===== src/rtl/pwm_demod.sv =====
// PWM byte receiver: classifies each bit period by its high time against 5*b,
// assembles LSB-first bytes and writes them to a downstream FIFO.
module pwm_demod #(
    parameter int BITS_PER_DC = 22,
    parameter int BIT_POS_MAX = 8,
    parameter int SYNC_STAGES = 2
) (
    input  logic                   clk,
    input  logic                   reset,
    input  logic                   PWM_IN,
    input  logic [BITS_PER_DC-1:0] base_counter,
    output logic [7:0]             fifo_dout,
    output logic                   fifo_WE,
    input  logic                   fifo_full,
    output logic                   rx_active,
    output logic                   frame_err,
    output logic                   ovf_err
);

    localparam int CW = BITS_PER_DC + 5;
    localparam int PW = (BIT_POS_MAX > 1) ? $clog2(BIT_POS_MAX) : 1;

    localparam logic [1:0] IDLE  = 2'd0;
    localparam logic [1:0] HIGH  = 2'd1;
    localparam logic [1:0] LOW   = 2'd2;
    localparam logic [1:0] STUCK = 2'd3;

    localparam logic [PW-1:0] LAST_POS = PW'(BIT_POS_MAX - 1);
    localparam logic [CW-1:0] CNT_MAX  = '1;
    localparam logic [CW-1:0] CNT_ONE  = CW'(1);

    logic [SYNC_STAGES-1:0] sync_q;
    logic                   s_d_q;
    logic                   s;
    logic                   rise;
    logic                   fall;

    logic [CW-1:0] b_ext;
    logic [CW-1:0] thr;
    logic [CW-1:0] per;
    logic [CW-1:0] tmo;

    logic [1:0]    state_q, state_d;
    logic [PW-1:0] bit_pos_q, bit_pos_d;
    logic [7:0]    shreg_q, shreg_d;
    logic [CW-1:0] hi_cnt_q, hi_cnt_d;
    logic [CW-1:0] lo_cnt_q, lo_cnt_d;
    logic [7:0]    dout_q, dout_d;
    logic          we_q, we_d;
    logic          ferr_q, ferr_d;
    logic          ovf_q, ovf_d;

    function automatic logic [CW-1:0] satInc(input logic [CW-1:0] v);
        return (v == CNT_MAX) ? v : v + CNT_ONE;
    endfunction

    // Synchronizer and edge flop preset high so a line already low at reset
    // only produces a fall, which IDLE ignores.
    always_ff @(posedge clk or posedge reset) begin
        if (reset) begin
            sync_q <= '1;
            s_d_q  <= 1'b1;
        end else begin
            sync_q <= {sync_q[SYNC_STAGES-2:0], PWM_IN};
            s_d_q  <= sync_q[SYNC_STAGES-1];
        end
    end

    assign s    = sync_q[SYNC_STAGES-1];
    assign rise = s & ~s_d_q;
    assign fall = ~s & s_d_q;

    assign b_ext = {5'b0, base_counter};
    assign thr   = (b_ext << 2) + b_ext;
    assign per   = (b_ext << 3) + (b_ext << 1);
    assign tmo   = per << 1;

    always_comb begin
        state_d   = state_q;
        bit_pos_d = bit_pos_q;
        shreg_d   = shreg_q;
        hi_cnt_d  = hi_cnt_q;
        lo_cnt_d  = lo_cnt_q;
        dout_d    = dout_q;
        we_d      = 1'b0;
        ferr_d    = 1'b0;
        ovf_d     = 1'b0;

        case (state_q)
            IDLE: begin
                if (base_counter != '0 && rise) begin
                    hi_cnt_d  = CNT_ONE;
                    bit_pos_d = '0;
                    state_d   = HIGH;
                end
            end
            HIGH: begin
                if (hi_cnt_q > per) begin
                    ferr_d    = 1'b1;
                    bit_pos_d = '0;
                    state_d   = STUCK;
                end else if (fall) begin
                    shreg_d[bit_pos_q] = (hi_cnt_q >= thr);
                    if (bit_pos_q == LAST_POS) begin
                        if (!fifo_full) begin
                            we_d   = 1'b1;
                            dout_d = shreg_d;
                        end else begin
                            ovf_d = 1'b1;
                        end
                        bit_pos_d = '0;
                    end else begin
                        bit_pos_d = bit_pos_q + PW'(1);
                    end
                    lo_cnt_d = CNT_ONE;
                    state_d  = LOW;
                end else if (s) begin
                    hi_cnt_d = satInc(hi_cnt_q);
                end
            end
            LOW: begin
                // A rise here is the next bit, possibly bit 0 of the next byte.
                if (rise) begin
                    hi_cnt_d = CNT_ONE;
                    state_d  = HIGH;
                end else if (lo_cnt_q > tmo) begin
                    ferr_d    = (bit_pos_q != '0);
                    bit_pos_d = '0;
                    state_d   = IDLE;
                end else if (!s) begin
                    lo_cnt_d = satInc(lo_cnt_q);
                end
            end
            STUCK: begin
                if (fall) begin
                    lo_cnt_d  = CNT_ONE;
                    bit_pos_d = '0;
                    state_d   = LOW;
                end
            end
            default: state_d = IDLE;
        endcase
    end

    always_ff @(posedge clk or posedge reset) begin
        if (reset) begin
            state_q   <= IDLE;
            bit_pos_q <= '0;
            shreg_q   <= '0;
            hi_cnt_q  <= '0;
            lo_cnt_q  <= '0;
            dout_q    <= '0;
            we_q      <= 1'b0;
            ferr_q    <= 1'b0;
            ovf_q     <= 1'b0;
        end else begin
            state_q   <= state_d;
            bit_pos_q <= bit_pos_d;
            shreg_q   <= shreg_d;
            hi_cnt_q  <= hi_cnt_d;
            lo_cnt_q  <= lo_cnt_d;
            dout_q    <= dout_d;
            we_q      <= we_d;
            ferr_q    <= ferr_d;
            ovf_q     <= ovf_d;
        end
    end

    assign fifo_dout = dout_q;
    assign fifo_WE   = we_q;
    assign frame_err = ferr_q;
    assign ovf_err   = ovf_q;
    assign rx_active = (state_q == HIGH) || (state_q == LOW);

endmodule


===== config.mk =====
export PLATFORM = sky130hd
export DESIGN_NAME = pwm_demod
export DESIGN_NICKNAME = d
export VERILOG_FILES = /design/src/rtl/pwm_demod.sv
export SDC_FILE = /design/constraint.sdc
export NUM_CORES = 1
export LEC_CHECK = 0
export ABC_AREA = 1
export CAP_MARGIN = 15
export CORE_MARGIN = 2
export CORE_UTILIZATION = 40
export CTS_CLUSTER_SIZE = 25
export DETAILED_ROUTE_END_ITERATION = 10
export GPL_TIMING_DRIVEN = 0
export HOLD_SLACK_MARGIN = 0.02
export PLACE_DENSITY = 0.69
export SLEW_MARGIN = 20
export SYNTH_ARGS = -nofsm -noshare
export SYNTH_HDL_FRONTEND = slang
export SYNTH_SLANG_ARGS = --single-unit

===== constraint.sdc =====
create_clock -name clk -period 3.3 [get_ports clk]
set_input_delay 0.33 -clock clk [delete_from_list [all_inputs] [get_ports clk]]
set_output_delay 0.33 -clock clk [all_outputs]
set_load 0.01 [all_outputs]

==> results of run 1 <==
==> logic make-up (layout without fill, tap and decap cells) <==
logic type                 count (synthesis)  in the layout
AOI/OAI and AO/OA                        105            105
xor gates and xnor gates                  47             47
buffers and inverters                    154            274
adders and majority gates                 93             93
DFF                                       81             81
and+or+nand+nor                          753            753
==> worst reg2reg max path: stages (launching register included) <==
cell	delay (ns)
dfrtp_1	0.51
ha_1	0.37
nand2_1	0.12
nor2_1	0.18
nand4_1	0.18
nor3_2	0.23
nand4_1	0.17
nor3_2	0.16
nand2_2	0.11
nand3_4	0.13
nand3_4	0.13
inv_2	0.09
nand3_4	0.17
buf_6	0.21
nand2_2	0.06
nand2_2	0.05
==> layer usage <==
| metal | vias to the layer above | global-route usage | wire [um] |
|---|---|---|---|
| li1 | 4236 | - | - |
| met1 | 4133 | 0.316 | 11800 |
| met2 | 264 | 0.408 | 12700 |
| met3 | 87 | 0.0350 | 1330 |
| met4 | 0 | 0.0743 | 1050 |
| met5 | - | 0 | 0 |
==> layout make-up <==
type | instances | area (um2)
buffer | 18 | 163
clock buffer | 9 | 225
clock inverter | 7 | 101
sequential | 81 | 2030
timing repair buffer | 104 | 998
tap | 270 | 338
inverter | 136 | 532
fill | 1796 | 9060
multi-input combinational | 998 | 6660
==> worst paths after layout <==
check	slack [ns]	to	startpoint
min in group clk	0.36	sync_q[1]	sync_q[0]
worst max-delay path	-0.22	lo_cnt_q[11]	base_counter[5]
worst min register to register	0.36	sync_q[1]	sync_q[0]
worst max register to register	0.35	lo_cnt_q[11]	hi_cnt_q[6]
worst min-delay path	0.34	fifo_WE	reset
max in group asynchronous	2.29	sync_q[1]	reset
==> power groups by stage <==
stage	combinational, W	sequential, W	clock [W]
2_1_floorplan	0.00121	0.00112	0
3_3_place_gp	0.00169	0.00114	0
3_5_place_dp	0.00171	0.00114	0
4_1_cts	0.00210	0.00112	0.00116
5_1_grt	0.00292	0.00113	0.00120
6_report	0.00274	0.00113	0.00113
==> sequential cells by signal, summed over array words and instances, names as in the netlist <==
signal     flops
ovf_err        1
s_d_q          1
lo_cnt_q      27
hi_cnt_q      27
sync_q         2
state_q        2
frame_err      1
fifo_WE        1
bit_pos_q      3
shreg_q        8
fifo_dout      8
==> Yosys cell counts, types with 4 or more instances <==
cell type | number | area share
a21oi_1 | 51 | 0.031
a31oi_1 | 5 | 0.0039
buf_2 | 6 | 0.0037
clkbuf_1 | 7 | 0.0032
dfrtp_1 | 78 | 0.24
ha_1 | 92 | 0.14
inv_1 | 126 | 0.058
inv_2 | 9 | 0.0042
nand2_1 | 458 | 0.21
nand2_2 | 9 | 0.0069
nand3_1 | 62 | 0.038
nand3_2 | 4 | 0.0049
nand3_4 | 4 | 0.0086
nand3b_1 | 7 | 0.0065
nand4_1 | 22 | 0.017
nor2_1 | 115 | 0.053
nor2_2 | 7 | 0.0054
nor3_1 | 34 | 0.021
nor3b_1 | 4 | 0.0037
nor4_1 | 13 | 0.010
o21ai_0 | 25 | 0.015
o21ai_1 | 5 | 0.0031
xnor2_1 | 18 | 0.019
xor2_1 | 28 | 0.030
==> per-stage QoR <==
stage	worst slack (ns)	utilization	instance area [um2]
2_1_floorplan	0.0495	-	8120
3_3_place_gp	-1.44	0.439	8830
3_5_place_dp	-1.48	0.441	8860
4_1_cts	-0.0252	0.512	10300
5_1_grt	-0.395	0.549	11000
6_report	-0.219	0.549	11000
==> timing repair <==
action / in CTS / in global routing
gates cloned: 2 / 4
setup buffers: 46 / 14
resized for setup: 259 / 160
pin swaps: 78 / 59
endpoints found under the setup margin: 78 / 78
==> flow_summary.ini, run 1 <==
[critical_path]
cp_slowest_stage_delay_ns = 0.31
worstRegToRegCells = 15
startpoint_type = primary input
cp_num_buf_inv = 5
slowest_stage = ha_1
path_max_fanout = 8
cp-end-kind = flip-flop
path_class = primary input to flip-flop
required_ns = 3.56
crit_top_cell = nand2_1
path_depth = 29
crit_family = simple AND/OR/NAND/NOR gates
crit_arrival_ns = 3.78

[logic_synthesis]
synthXorXnorAreaFrac = 0.0516
ys_types = 51
synth_edf_count = 0
netlist_area_um2 = 8120
synth_nets = 1352
ys_seq_elements = 81
muxShareOfSynthArea = 0
avgSynthCellArea_um2 = 6.58
ys_warn_count = 0
yosys.area_share.simple = 0.406
synthAdderAreaFrac = 0.144
async_flop_share = 1.00
synth_compound_area_frac = 0.0724
synth_top_family_by_area = simple AND/OR/NAND/NOR gates
syn_inst = 1233
ys_seq_area_frac = 0.250
ys.flop_type = dfrtp_1

[pwr]
p_total_w = 0.00500
p_leak_nw = 5.31
p_clk_frac = 0.227
p_int_w = 0.00281
p_comb_frac = 0.547
swShare = 0.438
peakVddDrop_uv = 300
power_frac_seq = 0.226
p_switching_w = 0.00219
p_per_area_nw_per_um2 = 453

[clock_network]
cts_buffers = 9
clk_pin_slew_ns = 0.07
cts_hold_buffers = 0
cts_max_level = 3
insertion_delay_ns = 0.36
cts_tree = done
cts_root_buffer = clkbuf_16
cts.sinks = 81
clock_path_buffers = 2

[detailed_routing]
drtAntennaViolNets = 0
viasPerCell = 5.37
routedWlPerCell_um = 16.6
drc = 0
first_iter_violations = 631
wl_mm = 26.9
num_vias = 8720
first_pass_iters = 5

[timing]
tightestPinTransition_ns = 0.667
fin_ws_ns = -0.219
fin_crit_ns = 3.52
slew_viol_final = 0
fmax_mhz = 284
slew_headroom = 0.555
rsz0062_at_grt = yes
finalClockSkew_ns = 0.00831
hold_viol_final = 0
setup_viol = 73
period_share = 1.07
holdWs_ns = 0.335
finalSetupTns_ns = -10.40

[place]
dp.cells = 1541
portBuffers = 37
hpwl_mm = 17.9
place_congestion = 0.977

[grt]
antenna_found_initial = 0
overflow = 0
grt_max_degree = 51
grt_pass1_vias = 8384
grt_pass1_wl_mm = 41.6
grtUsageTotal = 0.240

[floorplanning]
fp.dieH_um = 146
core_um2 = 20100
dieWidth_um = 146
io_pins = 38
die_area_um2 = 21500
initial_core_util = 0.404
num_rows = 52

[outcome]
status = complete, but fails checks
violations = negative setup slack

[final_layout]
drive_above_1_share = 0.265
final_cell_mix = nand2_1, inv_1, nor2_1
fin_cells = 1623
areaGrowthSynthToFinish_pct = 36.0
antenna_cells = 0
layout_commonest_cell = nand2_1
fin_nets = 1467

[hold_path]
hold_class = primary input to async pin

[flow_run]
max-cap-violations = 0
(Power assumes the default switching activity.)
==> run 2, diff against run 1 <==
--- a/config.mk
+++ b/config.mk
@@ -8,12 +8,12 @@
 export ABC_AREA = 1
 export CAP_MARGIN = 15
 export CORE_MARGIN = 2
-export CORE_UTILIZATION = 40
+export CORE_UTILIZATION = 60
 export CTS_CLUSTER_SIZE = 25
 export DETAILED_ROUTE_END_ITERATION = 10
 export GPL_TIMING_DRIVEN = 0
 export HOLD_SLACK_MARGIN = 0.02
-export PLACE_DENSITY = 0.69
+export PLACE_DENSITY = 0.91
 export SLEW_MARGIN = 20
 export SYNTH_ARGS = -nofsm -noshare
 export SYNTH_HDL_FRONTEND = slang
==> run 2 against run 1 <==
Effect of this change: the flow now stops in 5_1_grt; area after synthesis is the same; synthesized cell count is the same.
==> flow_summary.ini, run 2 <==
[clock_network]
cts_max_level = 3
cts.sinks = 81
cts_root_buffer = clkbuf_16
cts_hold_buffers = 0
cts_buffers = 9
clock_path_buffers = 2

[logic_synthesis]
syn_inst = 1233
avgSynthCellArea_um2 = 6.58
ys.flop_type = dfrtp_1
ys_seq_area_frac = 0.250
ys_warn_count = 0
synth_common_cells = nand2_1, inv_1, nor2_1, ha_1, dfrtp_1
synth_edf_count = 0
synth_nets = 1352
ys_types = 51
netlist_area_um2 = 8120
async_flop_share = 1.00
synth.top_cell.area_share = 0.240
ys_seq_elements = 81
synth_area_leaders = dfrtp_1, nand2_1, ha_1
yosysMostFrequentCell = nand2_1
synth_top_area_cell = dfrtp_1

[timing]
endpoint_type = sequential cell input
worst_endpoint = hi_cnt_q[26]$_DFFE_PP0P_/D

[place]
hpwl_mm = 17.2
place_congestion = 0.951
pre_cts_ws_ns = -1.52
portBuffers = 37

[outcome]
lastStage = 5_1_grt
error_line = [ERROR GRT-0232] Routing congestion too high. Check the congestion heatmap in the GUI.
status = did not finish

[grt]
overflow = 5
grt_max_degree = 57
grtUsageTotal = 0.714

[floorplanning]
initial_core_util = 0.613
io_pins = 38
num_rows = 42
dieWidth_um = 120
fp.dieH_um = 120
run 2: cell counts after synthesis:
No cell type changed its count.
run 2: metal layers:
metal	GRT usage	overflow
met5	0.327	0
met4	0.680	3
met1	0.735	0
met2	0.851	2
met3	0.569	0
run 2: logic make-up after synthesis:
family,after synthesis,synth area share
AND/OR/NAND/NOR,753,0.406
buffers and inverters,154,0.0758
AO/OA/AOI/OAI,105,0.0724
adder cells (fa/ha/maj),93,0.144
flip-flops,81,0.250
XOR/XNOR,47,0.0516
run 2: through the flow:
stage | setup TNS [ns] | area, um2 | cells
2_1_floorplan | 0 | 8120 | 1233
3_3_place_gp | -132.93 | 8710 | 1446
3_5_place_dp | -108.45 | 8740 | 1447
4_1_cts | -0.00423 | 10100 | 1512
run 2: what timing repair did:
action / 4_1_cts
setup buffers: 44
resized for setup: 209
hold endpoints to repair: 0
gates cloned: 5
pin swaps: 46
setup endpoints to repair: 78
==> run 3, diff against run 2 <==
--- a/config.mk
+++ b/config.mk
@@ -8,12 +8,10 @@
 export ABC_AREA = 1
 export CAP_MARGIN = 15
 export CORE_MARGIN = 2
-export CORE_UTILIZATION = 60
-export CTS_CLUSTER_SIZE = 25
+export CORE_UTILIZATION = 40
 export DETAILED_ROUTE_END_ITERATION = 10
 export GPL_TIMING_DRIVEN = 0
-export HOLD_SLACK_MARGIN = 0.02
-export PLACE_DENSITY = 0.91
+export PLACE_DENSITY_LB_ADDON = 0.15
 export SLEW_MARGIN = 20
 export SYNTH_ARGS = -nofsm -noshare
 export SYNTH_HDL_FRONTEND = slang
==> run 3 against run 2 <==
Effect of this change: the flow now finishes, with violations (negative setup slack).
==> flow_summary.ini, run 3 (same netlist as run 1, synthesis figures left out) <==
[place]
dpl-instance-area_um2 = 8860
hpwl_mm = 18.1
place_congestion = 0.898
portBuffers = 37

[floorplanning]
io_pins = 38
die_area_um2 = 21500
core_um2 = 20100
initial_core_util = 0.404
dieWidth_um = 146
num_rows = 52
fp.dieH_um = 146

[critical_path]
path_max_fanout = 8
startpoint_type = primary input
startpoint = base_counter[12]
timing.rr.start = hi_cnt_q[6]
required_ns = 3.55
crit_arrival_ns = 3.62
cp-end-kind = flip-flop
path_class = primary input to flip-flop
reg2reg_slack_ns = 0.42

[detailed_routing]
first_pass_iters = 5
viasPerCell = 5.15
num_vias = 8444
drc = 0
wl_mm = 25.9
drtAntennaViolNets = 0
first_iter_violations = 674
routedWlPerCell_um = 15.8

[final_layout]
nFillCells = 1825
postLayoutCellArea_um2 = 11300
fin_nets = 1483
areaGrowthSynthToFinish_pct = 38.9
reg.largest.list = hi_cnt_q x27, lo_cnt_q x27
final_cell_mix = nand2_1, inv_1, nor2_1
antenna_cells = 0
layout_commonest_cell = nand2_1
drive_above_1_share = 0.278

[clock_network]
cts_tree = done
cts_max_level = 3
cts.sinks = 81
cts_hold_buffers = 0
cts_buffers = 9
insertion_delay_ns = 0.36
clock_path_buffers = 2
clk_pin_slew_ns = 0.07
cts_root_buffer = clkbuf_16

[timing]
slew_viol_final = 0
fin_crit_ns = 3.38
finalSetupTns_ns = -1.76
hold_viol_final = 0
setup_viol = 44
finalClockSkew_ns = 0.0125
fin_ws_ns = -0.0772
slew_headroom = 0.567
rsz0062_at_grt = yes
fmax_mhz = 296
period_share = 1.02
tightestPinTransition_ns = 0.649

[grt]
grtUsageTotal = 0.232
grt_pass1_vias = 7838
grt_pass1_wl_mm = 40.2
antenna_found_initial = 0
overflow = 0
grt_max_degree = 47

[pwr]
power_frac_seq = 0.231
p_clk_frac = 0.227
p_int_w = 0.00281
p_comb_frac = 0.542
p_per_area_nw_per_um2 = 433
peakVddDrop_uv = 410
swShare = 0.424
p_switching_w = 0.00207
p_leak_nw = 5.38

[outcome]
status = complete, but fails checks
violations = negative setup slack

[hold_path]
hold_class = flip-flop to flip-flop
hold_start = sync_q[0]

[flow_run]
max-cap-violations = 0
## run 3: worst max-delay path, cell delays in order
cell and delay (ns):
buf_4 0.14, ha_4 0.29, nand2_4 0.06, inv_4 0.08, nand2_4 0.06, nor2_4 0.18, nand3_4 0.11, nand3_2 0.09
nand2_2 0.08, a21oi_4 0.17, xor2_2 0.27, ha_4 0.19, nand3_4 0.11, nor3_4 0.21, nand4_1 0.16, nor3_2 0.15
nand2_2 0.12, nand3_4 0.13, nand3_4 0.13, inv_2 0.09, nand3_4 0.15, clkbuf_16 0.22, nand2_2 0.05, nand2_1 0.05
## run 3: final cells by class
cell class              count  area (um2)  area share
multi-input cells         998        6730       0.597
clock inverters             6        91.3     0.00810
plain buffers              18         171      0.0152
inverters                 136         534      0.0474
repair buffers            120        1150       0.102
clock buffers              10         229      0.0203
flip-flops and latches     81        2030       0.180
well taps                 270         338      0.0299
## run 3: final timing paths
path / to / depth (start not counted)
setup / recovery: lo_cnt_q[24] / 24
hold / removal: sync_q[1] / 0
setup reg to reg: lo_cnt_q[24] / 15
hold reg to reg: sync_q[1] / 0
max in group asynchronous: sync_q[1] / 3
min in group asynchronous: lo_cnt_q[9] / 2
## run 3: timing repair
| action | 4_1_cts | 5_1_grt |
|---|---|---|
| endpoints found under the hold margin | 0 | 0 |
| setup endpoints to repair | 78 | 78 |
| resized for setup | 264 | 180 |
| pin swaps | 70 | 92 |
| buffers inserted | 53 | 25 |
| cloned | 1 | 3 |
## run 3: layer usage
metal  GRT usage  routed length [um]  vias up
met5           0                   0        -
li1            -                   -     4264
met2       0.371               12200      200
met1       0.334               12200     3945
met4      0.0568                 423        0
met3      0.0275                1080       35
## run 3: metrics by stage
stage,utilization,cells,worst slack (ns),power [W],hold slack [ns]
2_1_floorplan,-,1233,0.0495,0.00232,0.334
3_3_place_gp,0.439,1540,-1.78,0.00285,0.346
3_5_place_dp,0.441,1541,-1.79,0.00285,0.348
4_1_cts,0.518,1611,-0.0136,0.00438,0.358
5_1_grt,0.561,1639,-0.295,0.00517,0.363
6_report,0.561,1639,-0.0772,0.00489,0.356
## run 3: power by group through the flow
stage | registers, W | logic, W | clock network [W]
after floorplan | 0.00112 | 0.00121 | 0
after global placement | 0.00114 | 0.00170 | 0
after detailed placement | 0.00114 | 0.00171 | 0
after CTS | 0.00112 | 0.00212 | 0.00114
after global routing | 0.00114 | 0.00286 | 0.00117
final | 0.00113 | 0.00265 | 0.00111
==> run 4, diff against run 3 <==
--- a/config.mk
+++ b/config.mk
@@ -10,6 +10,7 @@
 export CORE_MARGIN = 2
 export CORE_UTILIZATION = 40
 export DETAILED_ROUTE_END_ITERATION = 10
+export GPL_ROUTABILITY_DRIVEN = 1
 export GPL_TIMING_DRIVEN = 0
 export PLACE_DENSITY_LB_ADDON = 0.15
 export SLEW_MARGIN = 20
==> results of run 4 <==
No change in the layout: final DEF, timing and power equal those of run 3.
